$ cat src/rtl/ysyx_22040759_mem_arbiter_pkg.sv
// rtl/ysyx_22040759_mem_arbiter_pkg.sv - shared types and codes for the IF/MEM bus arbiter
package ysyx_22040759_mem_arbiter_pkg;

  localparam int ARB_ADDR_W = 64;
  localparam int ARB_DATA_W = 64;

  typedef enum logic [1:0] {
    ARB_IDLE     = 2'd0,
    ARB_IF_BUSY  = 2'd1,
    ARB_MEM_BUSY = 2'd2
  } arb_state_e;

  typedef enum logic [1:0] {
    ARB_OWN_NONE = 2'b00,
    ARB_OWN_IF   = 2'b01,
    ARB_OWN_MEM  = 2'b10
  } arb_owner_e;

  typedef enum logic [2:0] {
    SIZE_B = 3'b000,
    SIZE_H = 3'b001,
    SIZE_W = 3'b010,
    SIZE_D = 3'b011
  } arb_size_e;

endpackage

$ cat src/rtl/ysyx_22040759_mem_arbiter_if.sv
// rtl/ysyx_22040759_mem_arbiter_if.sv - IF/MEM requester ports plus downstream request port
interface ysyx_22040759_mem_arbiter_if #(
  parameter int ADDR_W = 64,
  parameter int DATA_W = 64
);
  logic              if_valid;
  logic [ADDR_W-1:0] if_addr;
  logic              if_ready;
  logic [DATA_W-1:0] if_data_read;

  logic              mem_valid;
  logic              mem_req;
  logic [ADDR_W-1:0] mem_addr;
  logic [DATA_W-1:0] mem_data_write;
  logic [2:0]        mem_size;
  logic              mem_ready;
  logic [DATA_W-1:0] mem_data_read;

  logic              out_valid;
  logic              out_req;
  logic [ADDR_W-1:0] out_addr;
  logic [DATA_W-1:0] out_wdata;
  logic [2:0]        out_size;
  logic              out_ready;
  logic [DATA_W-1:0] out_rdata;

  logic [1:0]        arb_owner;

  modport slave (
    input  if_valid, if_addr, mem_valid, mem_req, mem_addr, mem_data_write, mem_size,
    input  out_ready, out_rdata,
    output if_ready, if_data_read, mem_ready, mem_data_read,
    output out_valid, out_req, out_addr, out_wdata, out_size, arb_owner
  );

  modport master (
    output if_valid, if_addr, mem_valid, mem_req, mem_addr, mem_data_write, mem_size,
    output out_ready, out_rdata,
    input  if_ready, if_data_read, mem_ready, mem_data_read,
    input  out_valid, out_req, out_addr, out_wdata, out_size, arb_owner
  );
endinterface

$ cat src/rtl/ysyx_22040759_mem_arbiter_arb_pick.sv
// rtl/ysyx_22040759_mem_arbiter_arb_pick.sv - grant selection; ARB_ROUND_ROBIN_EN swaps fixed MEM priority for alternation
module ysyx_22040759_arb_pick
  import ysyx_22040759_mem_arbiter_pkg::*;
(
  input  logic       i_if_valid,
  input  logic       i_mem_valid,
  input  arb_owner_e i_last_owner,
  output logic       o_grant_if,
  output logic       o_grant_mem
);

`ifdef ARB_ROUND_ROBIN_EN
  logic w_both;
  assign w_both      = i_if_valid & i_mem_valid;
  // On contention the requester that did not win last time goes first.
  assign o_grant_mem = i_mem_valid & ~(w_both & (i_last_owner == ARB_OWN_MEM));
  assign o_grant_if  = i_if_valid & ~o_grant_mem;
`else
  logic w_unused_last_owner;
  assign w_unused_last_owner = ^{i_last_owner};
  assign o_grant_mem = i_mem_valid;
  assign o_grant_if  = i_if_valid & ~i_mem_valid;
`endif

endmodule

$ cat src/rtl/ysyx_22040759_mem_arbiter.sv
// rtl/ysyx_22040759_mem_arbiter.sv - shares one downstream request port between IF and MEM
// Optional ARB_ROUND_ROBIN_EN: alternate grants on simultaneous requests.
module ysyx_22040759_mem_arbiter
  import ysyx_22040759_mem_arbiter_pkg::*;
#(
  parameter int         ADDR_W  = ARB_ADDR_W,
  parameter int         DATA_W  = ARB_DATA_W,
  parameter logic [2:0] IF_SIZE = SIZE_D
) (
  input logic                        i_clock,
  input logic                        i_reset,
  ysyx_22040759_mem_arbiter_if.slave io_bus
);

  arb_state_e        r_state;
  arb_state_e        w_state_nxt;
  logic              r_out_req;
  logic [ADDR_W-1:0] r_out_addr;
  logic [DATA_W-1:0] r_out_wdata;
  logic [2:0]        r_out_size;
  logic              w_grant_if;
  logic              w_grant_mem;
  logic              w_if_ready;
  logic              w_mem_ready;
  arb_owner_e        w_owner;
  arb_owner_e        w_last_owner;

`ifdef ARB_ROUND_ROBIN_EN
  arb_owner_e r_last_owner;
  always_ff @(posedge i_clock) begin
    if (i_reset) begin
      r_last_owner <= ARB_OWN_IF;
    end else if (r_state == ARB_IDLE && w_grant_mem) begin
      r_last_owner <= ARB_OWN_MEM;
    end else if (r_state == ARB_IDLE && w_grant_if) begin
      r_last_owner <= ARB_OWN_IF;
    end
  end
  assign w_last_owner = r_last_owner;
`else
  assign w_last_owner = ARB_OWN_IF;
`endif

  ysyx_22040759_arb_pick u_pick (
    .i_if_valid  (io_bus.if_valid),
    .i_mem_valid (io_bus.mem_valid),
    .i_last_owner(w_last_owner),
    .o_grant_if  (w_grant_if),
    .o_grant_mem (w_grant_mem)
  );

  always_comb begin
    w_state_nxt = r_state;
    w_if_ready  = 1'b0;
    w_mem_ready = 1'b0;
    w_owner     = ARB_OWN_NONE;
    case (r_state)
      ARB_IDLE: begin
        if (w_grant_mem) begin
          w_state_nxt = ARB_MEM_BUSY;
        end else if (w_grant_if) begin
          w_state_nxt = ARB_IF_BUSY;
        end
      end
      ARB_IF_BUSY: begin
        w_owner    = ARB_OWN_IF;
        w_if_ready = io_bus.out_ready;
        if (io_bus.out_ready) w_state_nxt = ARB_IDLE;
      end
      ARB_MEM_BUSY: begin
        w_owner     = ARB_OWN_MEM;
        w_mem_ready = io_bus.out_ready;
        if (io_bus.out_ready) w_state_nxt = ARB_IDLE;
      end
      default: w_state_nxt = ARB_IDLE;
    endcase
  end

  always_ff @(posedge i_clock) begin
    if (i_reset) begin
      r_state <= ARB_IDLE;
    end else begin
      r_state <= w_state_nxt;
    end
  end

  // Request fields are captured only in IDLE, so they stay frozen for the whole busy period.
  always_ff @(posedge i_clock) begin
    if (i_reset) begin
      r_out_req   <= 1'b0;
      r_out_addr  <= '0;
      r_out_wdata <= '0;
      r_out_size  <= 3'b000;
    end else if (r_state == ARB_IDLE) begin
      if (w_grant_mem) begin
        r_out_req   <= io_bus.mem_req;
        r_out_addr  <= io_bus.mem_addr;
        r_out_wdata <= io_bus.mem_data_write;
        r_out_size  <= io_bus.mem_size;
      end else if (w_grant_if) begin
        r_out_req   <= 1'b0;
        r_out_addr  <= io_bus.if_addr;
        r_out_wdata <= '0;
        r_out_size  <= IF_SIZE;
      end
    end
  end

  assign io_bus.out_valid     = (r_state != ARB_IDLE);
  assign io_bus.out_req       = r_out_req;
  assign io_bus.out_addr      = r_out_addr;
  assign io_bus.out_wdata     = r_out_wdata;
  assign io_bus.out_size      = r_out_size;
  assign io_bus.arb_owner     = w_owner;
  assign io_bus.if_ready      = w_if_ready;
  assign io_bus.mem_ready     = w_mem_ready;
  assign io_bus.if_data_read  = w_if_ready ? io_bus.out_rdata : '0;
  assign io_bus.mem_data_read = w_mem_ready ? io_bus.out_rdata : '0;

endmodule

$ cat src/flat_wrapper.sv
// flat-port wrapper written by rule: the top's interface ports become plain ports
module ysyx_22040759_mem_arbiter_flat import ysyx_22040759_mem_arbiter_pkg::*;
#(
  parameter int         ADDR_W  = ARB_ADDR_W,
  parameter int         DATA_W  = ARB_DATA_W,
  parameter logic [2:0] IF_SIZE = SIZE_D
)
  (i_clock, i_reset, io_bus_if_valid, io_bus_if_addr, io_bus_mem_valid, io_bus_mem_req, io_bus_mem_addr, io_bus_mem_data_write, io_bus_mem_size, io_bus_out_ready, io_bus_out_rdata, io_bus_if_ready, io_bus_if_data_read, io_bus_mem_ready, io_bus_mem_data_read, io_bus_out_valid, io_bus_out_req, io_bus_out_addr, io_bus_out_wdata, io_bus_out_size, io_bus_arb_owner);
  ysyx_22040759_mem_arbiter_if #(.ADDR_W(ADDR_W), .DATA_W(DATA_W)) io_bus_i ();
  input logic i_clock;
  input logic i_reset;
  input wire logic [$bits(io_bus_i.if_valid)-1:0] io_bus_if_valid;
  input wire logic [$bits(io_bus_i.if_addr)-1:0] io_bus_if_addr;
  input wire logic [$bits(io_bus_i.mem_valid)-1:0] io_bus_mem_valid;
  input wire logic [$bits(io_bus_i.mem_req)-1:0] io_bus_mem_req;
  input wire logic [$bits(io_bus_i.mem_addr)-1:0] io_bus_mem_addr;
  input wire logic [$bits(io_bus_i.mem_data_write)-1:0] io_bus_mem_data_write;
  input wire logic [$bits(io_bus_i.mem_size)-1:0] io_bus_mem_size;
  input wire logic [$bits(io_bus_i.out_ready)-1:0] io_bus_out_ready;
  input wire logic [$bits(io_bus_i.out_rdata)-1:0] io_bus_out_rdata;
  output wire logic [$bits(io_bus_i.if_ready)-1:0] io_bus_if_ready;
  output wire logic [$bits(io_bus_i.if_data_read)-1:0] io_bus_if_data_read;
  output wire logic [$bits(io_bus_i.mem_ready)-1:0] io_bus_mem_ready;
  output wire logic [$bits(io_bus_i.mem_data_read)-1:0] io_bus_mem_data_read;
  output wire logic [$bits(io_bus_i.out_valid)-1:0] io_bus_out_valid;
  output wire logic [$bits(io_bus_i.out_req)-1:0] io_bus_out_req;
  output wire logic [$bits(io_bus_i.out_addr)-1:0] io_bus_out_addr;
  output wire logic [$bits(io_bus_i.out_wdata)-1:0] io_bus_out_wdata;
  output wire logic [$bits(io_bus_i.out_size)-1:0] io_bus_out_size;
  output wire logic [$bits(io_bus_i.arb_owner)-1:0] io_bus_arb_owner;
  assign io_bus_i.if_valid = io_bus_if_valid;
  assign io_bus_i.if_addr = io_bus_if_addr;
  assign io_bus_i.mem_valid = io_bus_mem_valid;
  assign io_bus_i.mem_req = io_bus_mem_req;
  assign io_bus_i.mem_addr = io_bus_mem_addr;
  assign io_bus_i.mem_data_write = io_bus_mem_data_write;
  assign io_bus_i.mem_size = io_bus_mem_size;
  assign io_bus_i.out_ready = io_bus_out_ready;
  assign io_bus_i.out_rdata = io_bus_out_rdata;
  assign io_bus_if_ready = io_bus_i.if_ready;
  assign io_bus_if_data_read = io_bus_i.if_data_read;
  assign io_bus_mem_ready = io_bus_i.mem_ready;
  assign io_bus_mem_data_read = io_bus_i.mem_data_read;
  assign io_bus_out_valid = io_bus_i.out_valid;
  assign io_bus_out_req = io_bus_i.out_req;
  assign io_bus_out_addr = io_bus_i.out_addr;
  assign io_bus_out_wdata = io_bus_i.out_wdata;
  assign io_bus_out_size = io_bus_i.out_size;
  assign io_bus_arb_owner = io_bus_i.arb_owner;
  ysyx_22040759_mem_arbiter #(.ADDR_W(ADDR_W), .DATA_W(DATA_W), .IF_SIZE(IF_SIZE)) u_core (.i_clock(i_clock), .i_reset(i_reset), .io_bus(io_bus_i));
endmodule
$ cat config.mk
export PLATFORM = sky130hd
export DESIGN_NAME = ysyx_22040759_mem_arbiter_flat
export DESIGN_NICKNAME = d
export VERILOG_FILES = /design/src/rtl/ysyx_22040759_mem_arbiter_pkg.sv /design/src/rtl/ysyx_22040759_mem_arbiter_if.sv /design/src/rtl/ysyx_22040759_mem_arbiter_arb_pick.sv /design/src/rtl/ysyx_22040759_mem_arbiter.sv /design/src/flat_wrapper.sv
export SDC_FILE = /design/constraint.sdc
export NUM_CORES = 1
export LEC_CHECK = 0
export BUFFER_PORTS_ARGS = -buffer_cell sky130_fd_sc_hd__buf_2
export CAP_MARGIN = 5
export CORE_AREA = 5 5 205 207
export DETAILED_ROUTE_END_ITERATION = 16
export DIE_AREA = 0 0 210 212
export HOLD_SLACK_MARGIN = 0.1
export MAX_ROUTING_LAYER = met4
export PLACE_DENSITY_LB_ADDON = 0.1
export SLEW_MARGIN = 20
export SYNTH_ARGS = -nofsm -noshare
export SYNTH_HDL_FRONTEND = slang
export SYNTH_SLANG_ARGS = --single-unit
$ cat constraint.sdc
create_clock -name i_clock -period 2.6 [get_ports i_clock]
set_input_delay 0.13 -clock i_clock [delete_from_list [all_inputs] [get_ports i_clock]]
set_output_delay 0.13 -clock i_clock [all_outputs]
set_load 0.01 [all_outputs]
==> results of run 1 <==
## registers in the layout, indices dropped and copies added (netlist names)
| register | flops |
|---|---|
| u_core.io_bus.out_wdata | 64 |
| u_core.io_bus.out_addr | 64 |
| u_core.io_bus.out_req | 1 |
| u_core.io_bus.out_size | 3 |
| u_core.r_state | 2 |
## tightest hold or removal path, stage by stage
cell and delay, ns:
buf_2 0.08, mux2i_1 0.12, o2bb2ai_1 0.15
## repair_timing
action                     CTS  global route
setup endpoints to repair    0             0
buffers inserted             0             0
hold buffers               196             0
hold endpoints to repair   132             0
## layer usage
| layer | global-route usage, % | vias up | routed length [um] |
|---|---|---|---|
| li1 | - | 3466 | - |
| met2 | 25.9 | 355 | 17000 |
| met1 | 14.5 | 3229 | 12000 |
| met4 | 6.35 | 0 | 1310 |
| met5 | - | - | 0 |
| met3 | 4.50 | 70 | 2500 |
## stage by stage
stage	std cells	area, sq um	hold slack (ns)
2_1_floorplan	549	6140	0.199
3_3_place_gp	1556	9240	0.346
3_5_place_dp	1556	9240	0.352
4_1_cts	1783	11900	0.101
5_1_grt	1789	11900	0.116
6_report	1789	11900	0.0978
## kinds of logic after synthesis
logic type               synth area share (%)
buffers and inverters                    6.37
AND/OR/NAND/NOR                          14.4
multiplexers                             10.4
AO/OA/AOI/OAI                            24.1
adder cells (fa/ha/maj)                  1.02
flip-flops                               43.7
## cell usage after synthesis, types with 2 or more instances
master / instances / area, sq um
ha_1: 5 / 62.6
dfxtp_1: 134 / 2680
mux2i_1: 64 / 641
nand2b_1: 4 / 25.0
clkbuf_1: 30 / 113
buf_4: 10 / 75.1
nor3_1: 2 / 10.0
o2bb2ai_2: 49 / 736
buf_2: 13 / 65.1
buf_6: 10 / 113
and2_1: 2 / 12.5
a22o_1: 66 / 578
a21oi_1: 2 / 10.0
o2bb2ai_1: 15 / 131
and3_1: 128 / 801
inv_1: 3 / 11.3
nor2_1: 5 / 18.8
## power breakdown
group | internal (mW) | total, mW | leakage [nW] | switching [mW]
Sequential | 2.26 | 2.37 | 1.10 | 0.117
Clock | 1.75 | 2.70 | 0.311 | 0.952
Combinational | 0.819 | 1.64 | 5.01 | 0.820
Total | 4.82 | 6.71 | 6.43 | 1.89
## final cells by class
type                            count  area share, %
Inverter                            3         0.0948
Antenna cell                        6          0.126
Clock inverter                     12           1.69
Sequential cell                   134           22.6
Tap cell                          532           5.61
Timing Repair Buffer              735           40.1
Multi-Input combinational cell    348           26.0
Clock buffer                       19           3.81
## worst max path at each step
stage | startpoint | to | slack, ns | cells past startpoint
2_1_floorplan | u_core.r_state[0] | u_core.io_bus.out_wdata[0] | 1.12 | 7
3_3_place_gp | u_core.r_state[0] | u_core.io_bus.out_wdata[21] | 0.64 | 6
3_5_place_dp | u_core.r_state[0] | u_core.io_bus.out_wdata[58] | 0.64 | 6
4_1_cts | u_core.r_state[0] | io_bus_mem_data_read[7] | 0.49 | 5
5_1_grt | u_core.r_state[1] | io_bus_if_data_read[3] | 0.38 | 5
6_report | u_core.r_state[0] | io_bus_mem_data_read[7] | 0.57 | 5
==> qor.yml, run 1 <==
critical_path:
  reg2reg_depth: 6
  cp_max_fo: 65
  start_kind: "register"
  crit_type: "reg2out"
  worst-path-buf-inv: 3
  slowest_delay_ns: 0.45
  end_kind: "primary output"
  regToRegEndpoint: "u_core.io_bus.out_wdata[27]"
  r2r_start: "u_core.r_state[0]"
  critPathSlowestCell: "buf_4"
  arrival_ns: 1.90
  crit_chain: "inv_1 -> ha_1 -> buf_4 -> and3_1 -> buf_2"
  rrSetupSlack_ns: 0.64
  cp.required_ns: 2.47
  critPathTopFamily: "buffers and inverters"
clock_tree:
  cts_root_buf: "clkbuf_16"
  cts_tree: "yes"
  cts_made_buffers: 17
  h-tree-depth: 4
  clkLatencyLatePin_ns: 0.42
  clockBufferDepth: 2
  clk_pin_slew_worst_paths_ns: 0.06
  cts_resized: 0
  clkSinkCount: 134
logic_synthesis:
  synth.distinct_cells: 24
  synth_edf_count: 0
  ys_seq_area_share_pct: 43.7
  synth_area_per_cell_sq_um: 11.2
  synth_ff_type: "dfxtp_1"
  syn-cell-area_sq_um: 6140
  ys_seq_elements: 134
  yosysWarningCount: 0
  syn_nets: 819
  syn-instance-count: 549
  async_reset_ff_share_pct: 0
sta:
  setup_slack_ns: 0.572
  period_minus_slack_ns: 2.03
  fin_crit_sh_pct: 78.0
  fmax_ghz: 0.493
  rsz0062_at_grt: "no"
  maxSlewHeadroom_pct: 50.7
  finalClockSkew_ns: 0.00860
  finalHoldViolations: 0
  slew_viol_final: 0
  setup_viol: 0
  worstMarginPinSlew_ns: 0.740
  final.setup.tns_ns: 0
worst_hold_path:
  min_path_type: "in2reg"
  holdPathStages: 3
  hold_end: "u_core.io_bus.out_addr[38]"
  worstHoldStart: "io_bus_if_addr[38]"
placed_design:
  dpl.hpwl_um: 25700
  place.port_buffers: 529
  preCtsSetupSlack_ns: 0.639
  gp_congestion: 0.973
floorplan:
  core-area_sq_um: 40200
  die_h_um: 212
  ios: 530
  placementRows: 74
  die_area_sq_um: 44500
  initial_core_util_pct: 15.3
  die-width_um: 210
global_routing:
  grt.overflow.total: 0
  grt_pass1_vias: 7606
  grt_max_degree: 73
  track_usage_pct: 14.4
  grt_pass1_wl_um: 47200
  antenna_found_initial: 19
cells_and_area:
  fillers: 4327
  regArea_sq_um: 2680
  nets: 1509
  drive_above_1_share_pct: 49.8
  fin_util_pct: 29.5
  area_growth_pct: 93.3
  multi_input_area_sq_um: 3080
  final_common_cell: "buf_2"
  layout.cells.most_common_list: "528 x buf_2, 196 x dlygate4sd3_1, 134 x dfxtp_1"
routing:
  wirelength_um: 32800
  drt_iter0_drc: 357
  drtPass1Iterations: 4
  drc: 0
  wl_per_cell_um: 18.3
  num_vias: 7120
  vias_per_cell: 3.98
  ant_nets: 0
flow_run:
  max_cap_violations: 0
pwr:
  powerDensity_nw_per_um2: 565
  irDropWorstVdd_uv: 361
  leakage_nw: 6.43
  p_total_mw: 6.71
run_status:
  status: "finished, final reports clean"
No activity file was read; power rests on OpenSTA's default activity.
==> run 2, diff against run 1 <==
Settings changed: CORE_AREA 5 5 205 207 to 5 5 202 204, DIE_AREA 0 0 210 212 to 0 0 207 209.
Clock period 2.6 ns to 2.1 ns, I/O delays scaled along.
==> run 2 against run 1 <==
  * Global-route usage shrank 0.21 points
  * Highest routed layer unchanged
  * Final cell count is 0.22% higher
  * Setup slack got worse by 0.35 ns
  * Clock-buffer cell count is 2 lower
  * Combinational power grew 27%
  * Critical endpoint is now io_bus_if_data_read[5]
==> qor.yml, run 2 (synthesized netlist as in run 1, its figures left out) <==
sta:
  maxSlewHeadroom_pct: 70.1  # +19 points
  slew_viol_final: 0  # unchanged
  finalClockSkew_ns: 0.0118  # +0.00320 ns
  setup_viol: 0  # unchanged
  rsz0062_at_grt: "no"
  period_minus_slack_ns: 1.88
  worstMarginPinSlew_ns: 0.448  # -0.292 ns
  final.setup.tns_ns: 0  # unchanged
  finalHoldViolations: 0  # unchanged
  fin_crit_sh_pct: 89.6
  fmax_ghz: 0.531
cells_and_area:
  fin_util_pct: 30.7  # +1.1 points
  area_growth_pct: 95.3
  drive_above_1_share_pct: 49.9  # +0.12 points
  nets: 1519  # +0.66%
  layout.cells.most_common_list: "528 x buf_2, 201 x dlygate4sd3_1, 134 x dfxtp_1"
  final_common_cell: "buf_2"
critical_path:
  end_kind: "primary output"
  crit_chain: "inv_1 -> ha_1 -> buf_12 -> and3_1 -> buf_2"
  cp.required_ns: 2.00  # -0.47 ns
  arrival_ns: 1.78  # -0.12 ns
  regToRegEndpoint: "u_core.io_bus.out_size[1]"
  rrSetupSlack_ns: 0.22  # -0.42 ns
  slowest_delay_ns: 0.35  # -0.10 ns
  crit_type: "reg2out"
  cp_max_fo: 65  # unchanged
  reg2reg_depth: 6  # unchanged
  start_kind: "register"
  critPathSlowestCell: "dfxtp_1"
  r2r_start: "u_core.r_state[0]"
clock_tree:
  cts_tree: "yes"
  clkSinkCount: 134  # unchanged
  cts_made_buffers: 17  # unchanged
  h-tree-depth: 4  # unchanged
  clk_pin_slew_worst_paths_ns: 0.07  # about the same
  clkLatencyLatePin_ns: 0.42  # about the same
  clockBufferDepth: 2  # unchanged
  cts_root_buf: "clkbuf_16"
  postCtsSetupBuffers: 0  # unchanged
pwr:
  p_comb_share_pct: 25.8  # +1.4 points
  power.switching_mw: 2.58  # +36%
  sequentialPowerShare_pct: 36.4  # +1.0 points
  irDropWorstVdd_uv: 557  # +55%
  leakage_nw: 6.48  # +0.82%
  intPower_mw: 5.48  # +14%
  switching_share_pct: 32.0  # +3.8 points
  powerDensity_nw_per_um2: 672  # +19%
  clkPwrFrac_pct: 37.7  # -2.5 points
run_status:
  status: "finished, final reports clean"
worst_hold_path:
  worstHoldStart: "io_bus_mem_valid"
  hold_end: "u_core.r_state[0]"
  holdPathStages: 3  # unchanged
  min_path_type: "in2reg"
floorplan:
  die_h_um: 209  # -1.4%
  die_area_sq_um: 43300  # -2.8%
  die-width_um: 207  # -1.4%
  initial_core_util_pct: 15.7  # +0.43 points
  placementRows: 73  # -1.4%
  ios: 530  # unchanged
  core-area_sq_um: 39100  # -2.7%
global_routing:
  grt.overflow.total: 0  # unchanged
  grt_pass1_wl_um: 46800  # -0.92%
  track_usage_pct: 14.2  # -0.21 points
  grt_pass1_vias: 7779  # +2.3%
  antenna_found_initial: 13  # -6
  grt_max_degree: 132  # +81%
placed_design:
  dpl.hpwl_um: 24300  # -5.3%
  gp_congestion: 0.988  # +1.6%
  place.port_buffers: 529  # unchanged
routing:
  wl_per_cell_um: 17.6  # -4.0%
  vias_per_cell: 4.01  # +0.76%
  drtPass1Iterations: 4  # unchanged
  drc: 0  # unchanged
  wirelength_um: 31600  # -3.8%
  ant_nets: 0  # unchanged
  num_vias: 7190  # +0.98%
  drt_iter0_drc: 337  # -5.6%
flow_run:
  max_cap_violations: 0  # unchanged
run 2: final cells by class:
cell class | count | area, sq um
repair buffers | 745 | 4940
clock buffers | 17 | 425
diodes | 6 | 15.0
flip-flops and latches | 134 | 2680
multi-input cells | 348 | 3100
well taps | 525 | 657
fillers | 4158 | 27100
inverters | 3 | 11.3
clock inverters | 15 | 175
run 2: worst max path at each step:
stage	start	end	cells after the start
global placement	u_core.r_state[0]	u_core.io_bus.out_addr[32]	6
detailed placement	u_core.r_state[0]	u_core.io_bus.out_addr[32]	6
floorplan	u_core.r_state[0]	u_core.io_bus.out_wdata[0]	7
CTS	u_core.r_state[0]	io_bus_mem_data_read[59]	5
finish	u_core.r_state[1]	io_bus_if_data_read[5]	5
global route	u_core.r_state[0]	u_core.io_bus.out_size[1]	6
run 2: power by group through the flow:
stage	Clock [mW]	Combinational, mW	Sequential (mW)
global route	3.26	2.27	2.97
floorplan	0	0.776	3.10
CTS	3.18	2.12	2.94
finish	3.04	2.08	2.94
detailed placement	0	1.78	2.99
global placement	0	1.77	3.00
run 2: metrics by stage:
stage	hold WS, ns	area [sq um]	setup WS (ns)	power, mW	cells
finish	0.157	12000	0.218	8.06	1793
global route	0.170	12000	0.0705	8.49	1791
CTS	0.151	12000	0.0593	8.24	1787
detailed placement	0.326	9360	0.344	4.77	1554
global placement	0.321	9360	0.388	4.78	1554
floorplan	0.174	6140	0.618	3.88	549
run 2: layer usage:
layer,track usage [%],routed length [um],up-vias
li1,-,-,3488
met1,14.3,11400,3312
met2,26.2,16800,343
met3,4.10,2250,47
met4,5.31,1120,0
met5,-,0,-
run 2: worst max-delay path: cells and delay by family (launching register included):
family	cells	cell delay, ns
buffers and inverters	3	0.52
DFF	1	0.35
and+or+nand+nor	1	0.24
adders and majority gates	1	0.21
run 2: timing repair:
action	in CTS	in global routing
gates resized for setup	0	1
endpoints found under the hold margin	134	0
setup endpoints to repair	0	8
hold buffers	201	0
==> run 3, diff against run 2 <==
Settings changed: BUFFER_PORTS_ARGS -buffer_cell sky130_fd_sc_hd__buf_2 to -buffer_cell sky130_fd_sc_hd__clkbuf_2, CORE_AREA 5 5 202 204 to 5 5 205 207, DIE_AREA 0 0 207 209 to 0 0 210 212.
Clock period 2.1 ns to 2.3 ns, I/O delays scaled along.
==> run 3 against run 2 <==
  * First-iteration DRC count fell by 8.0%
  * Wire length up 4.6%
  * Clock skew shrank 0.0034 ns
  * Setup slack improved by 0.041 ns
  * Critical path depth stayed put
  * Combinational power is 10% lower
  * Die area increased by 2.9%
  * Final cell count up 0.17%
  * Utilization fell by 1.1 points
  * Largest cell class unchanged
==> qor.yml, run 3 (synthesized netlist as in run 1, its figures left out) <==
routing:
  num_vias: 7116  # -1.0%
  vias_per_cell: 3.96  # -1.2%
  drtPass1Iterations: 6  # +2
  ant_nets: 0  # unchanged
  drc: 0  # unchanged
  wl_per_cell_um: 18.4  # +4.4%
  drt_iter0_drc: 310  # -8.0%
  wirelength_um: 33000  # +4.6%
critical_path:
  r2r_start: "u_core.r_state[1]"
  end_kind: "primary output"
  arrival_ns: 1.93  # +0.15 ns
  regToRegEndpoint: "u_core.io_bus.out_size[1]"
  start_kind: "register"
  rrSetupSlack_ns: 0.46  # +0.24 ns
  cp.required_ns: 2.18  # +0.18 ns
  reg2reg_depth: 6  # unchanged
  crit_type: "reg2out"
  cp_max_fo: 65  # unchanged
placed_design:
  placed_cells: 1559  # +0.32%
  place.port_buffers: 529  # unchanged
  dpl.hpwl_um: 25900  # +6.6%
  gp_congestion: 0.958  # -3.1%
clock_tree:
  clk_pin_slew_worst_paths_ns: 0.06  # about the same
  cts_root_buf: "clkbuf_16"
  cts_resized: 0  # unchanged
  clkSinkCount: 134  # unchanged
  clkLatencyLatePin_ns: 0.41  # about the same
  clockBufferDepth: 2  # unchanged
  hold_buffers: 197  # -2.0%
  cts_made_buffers: 17  # unchanged
  postCtsSetupBuffers: 0  # unchanged
  cts_tree: "yes"
  h-tree-depth: 4  # unchanged
pwr:
  p_total_mw: 7.56  # -6.2%
  powerDensity_nw_per_um2: 635  # -5.5%
  irDropWorstVdd_uv: 357  # -36%
  leakage_nw: 6.30  # -2.7%
flow_run:
  max_cap_violations: 0  # unchanged
sta:
  rsz0062_at_grt: "no"
  finalClockSkew_ns: 0.00845  # -0.00335 ns
  holdWs_ns: 0.134  # -0.0229 ns
  finalHoldViolations: 0  # unchanged
  maxSlewHeadroom_pct: 66.4  # -3.7 points
  fmax_ghz: 0.490
  setup_viol: 0  # unchanged
  worstMarginPinSlew_ns: 0.504  # +0.0558 ns
  slew_viol_final: 0  # unchanged
  period_minus_slack_ns: 2.04
  fin_crit_sh_pct: 88.7
  final.setup.tns_ns: 0  # unchanged
global_routing:
  antenna_found_initial: 11  # -2
  track_usage_pct: 14.5  # +0.25 points
  grt.overflow.total: 0  # unchanged
  grt_pass1_vias: 7647  # -1.7%
  grt_pass1_wl_um: 47600  # +1.8%
  grt_max_degree: 132  # unchanged
cells_and_area:
  area_growth_pct: 93.8
  nets: 1513  # -0.39%
  multi_input_area_sq_um: 3080  # -0.40%
  fin_cells: 1796  # +0.17%
  drive_above_1_share_pct: 49.9  # about the same
  fillers: 4255  # +2.3%
  regArea_sq_um: 2680  # unchanged
  final_common_cell: "clkbuf_2"
  layout.cells.most_common_list: "528 x clkbuf_2, 197 x dlygate4sd3_1, 134 x dfxtp_1"
worst_hold_path:
  holdPathStages: 4  # +1
  min_path_type: "in2reg"
  worstHoldStart: "io_bus_if_addr[43]"
  hold_end: "u_core.io_bus.out_addr[43]"
floorplan:
  die_area_sq_um: 44500  # +2.9%
  placementRows: 74  # +1.4%
  die-width_um: 210  # +1.4%
  ios: 530  # unchanged
  die_h_um: 212  # +1.4%
  core-area_sq_um: 40200  # +2.8%
  initial_core_util_pct: 15.3  # -0.43 points
run_status:
  status: "finished, final reports clean"
## run 3: worst max path at each step
| stage | startpoint | end | slack (ns) | depth (start not counted) |
|---|---|---|---|---|
| 2_1_floorplan | u_core.r_state[0] | u_core.io_bus.out_wdata[0] | 0.82 | 7 |
| 3_3_place_gp | u_core.r_state[0] | u_core.io_bus.out_wdata[47] | 0.56 | 6 |
| 3_5_place_dp | u_core.r_state[0] | u_core.io_bus.out_wdata[49] | 0.52 | 6 |
| 4_1_cts | u_core.r_state[1] | io_bus_if_data_read[3] | 0.20 | 5 |
| 5_1_grt | u_core.r_state[1] | io_bus_if_data_read[3] | 0.07 | 5 |
| 6_report | u_core.r_state[1] | io_bus_if_data_read[3] | 0.26 | 5 |
## run 3: layout make-up
cell class              count  area share (%)
diodes                      9           0.189
clock inverters            13            1.64
repair buffers            739            40.4
clock buffers              18            3.69
flip-flops and latches    134            22.5
inverters                   3          0.0946
well taps                 532            5.59
multi-input cells         348            25.9
## run 3: metal layers
layer / vias up / GRT usage [%] / part of all wire [%]
met5: - / - / 0
met4: 0 / 6.93 / 3.6
met3: 43 / 4.37 / 7.8
li1: 3501 / - / -
met2: 332 / 25.5 / 53
met1: 3240 / 14.8 / 36
## run 3: worst max-delay path, cell delays in order, from the launching register on
cell,delay [ns]
dfxtp_1,0.32
inv_1,0.12
ha_1,0.16
buf_4,0.43
and3_1,0.25
clkbuf_2,0.22
## run 3: stage by stage
step / instance area [sq um] / util [%] / setup slack (ns)
after CTS: 11900 / 29.6 / 0.202
after floorplan: 6140 / - / 0.818
after detailed placement: 9280 / 23.1 / 0.517
after global routing: 11900 / 29.6 / 0.0685
after global placement: 9280 / 23.1 / 0.563
final: 11900 / 29.6 / 0.259
## run 3: report_power, final
group | internal, mW | switching [mW] | leakage [nW]
combinational | 0.935 | 0.935 | 4.89
sequential | 2.55 | 0.139 | 1.10
clock | 1.86 | 1.14 | 0.306
total | 5.35 | 2.21 | 6.30
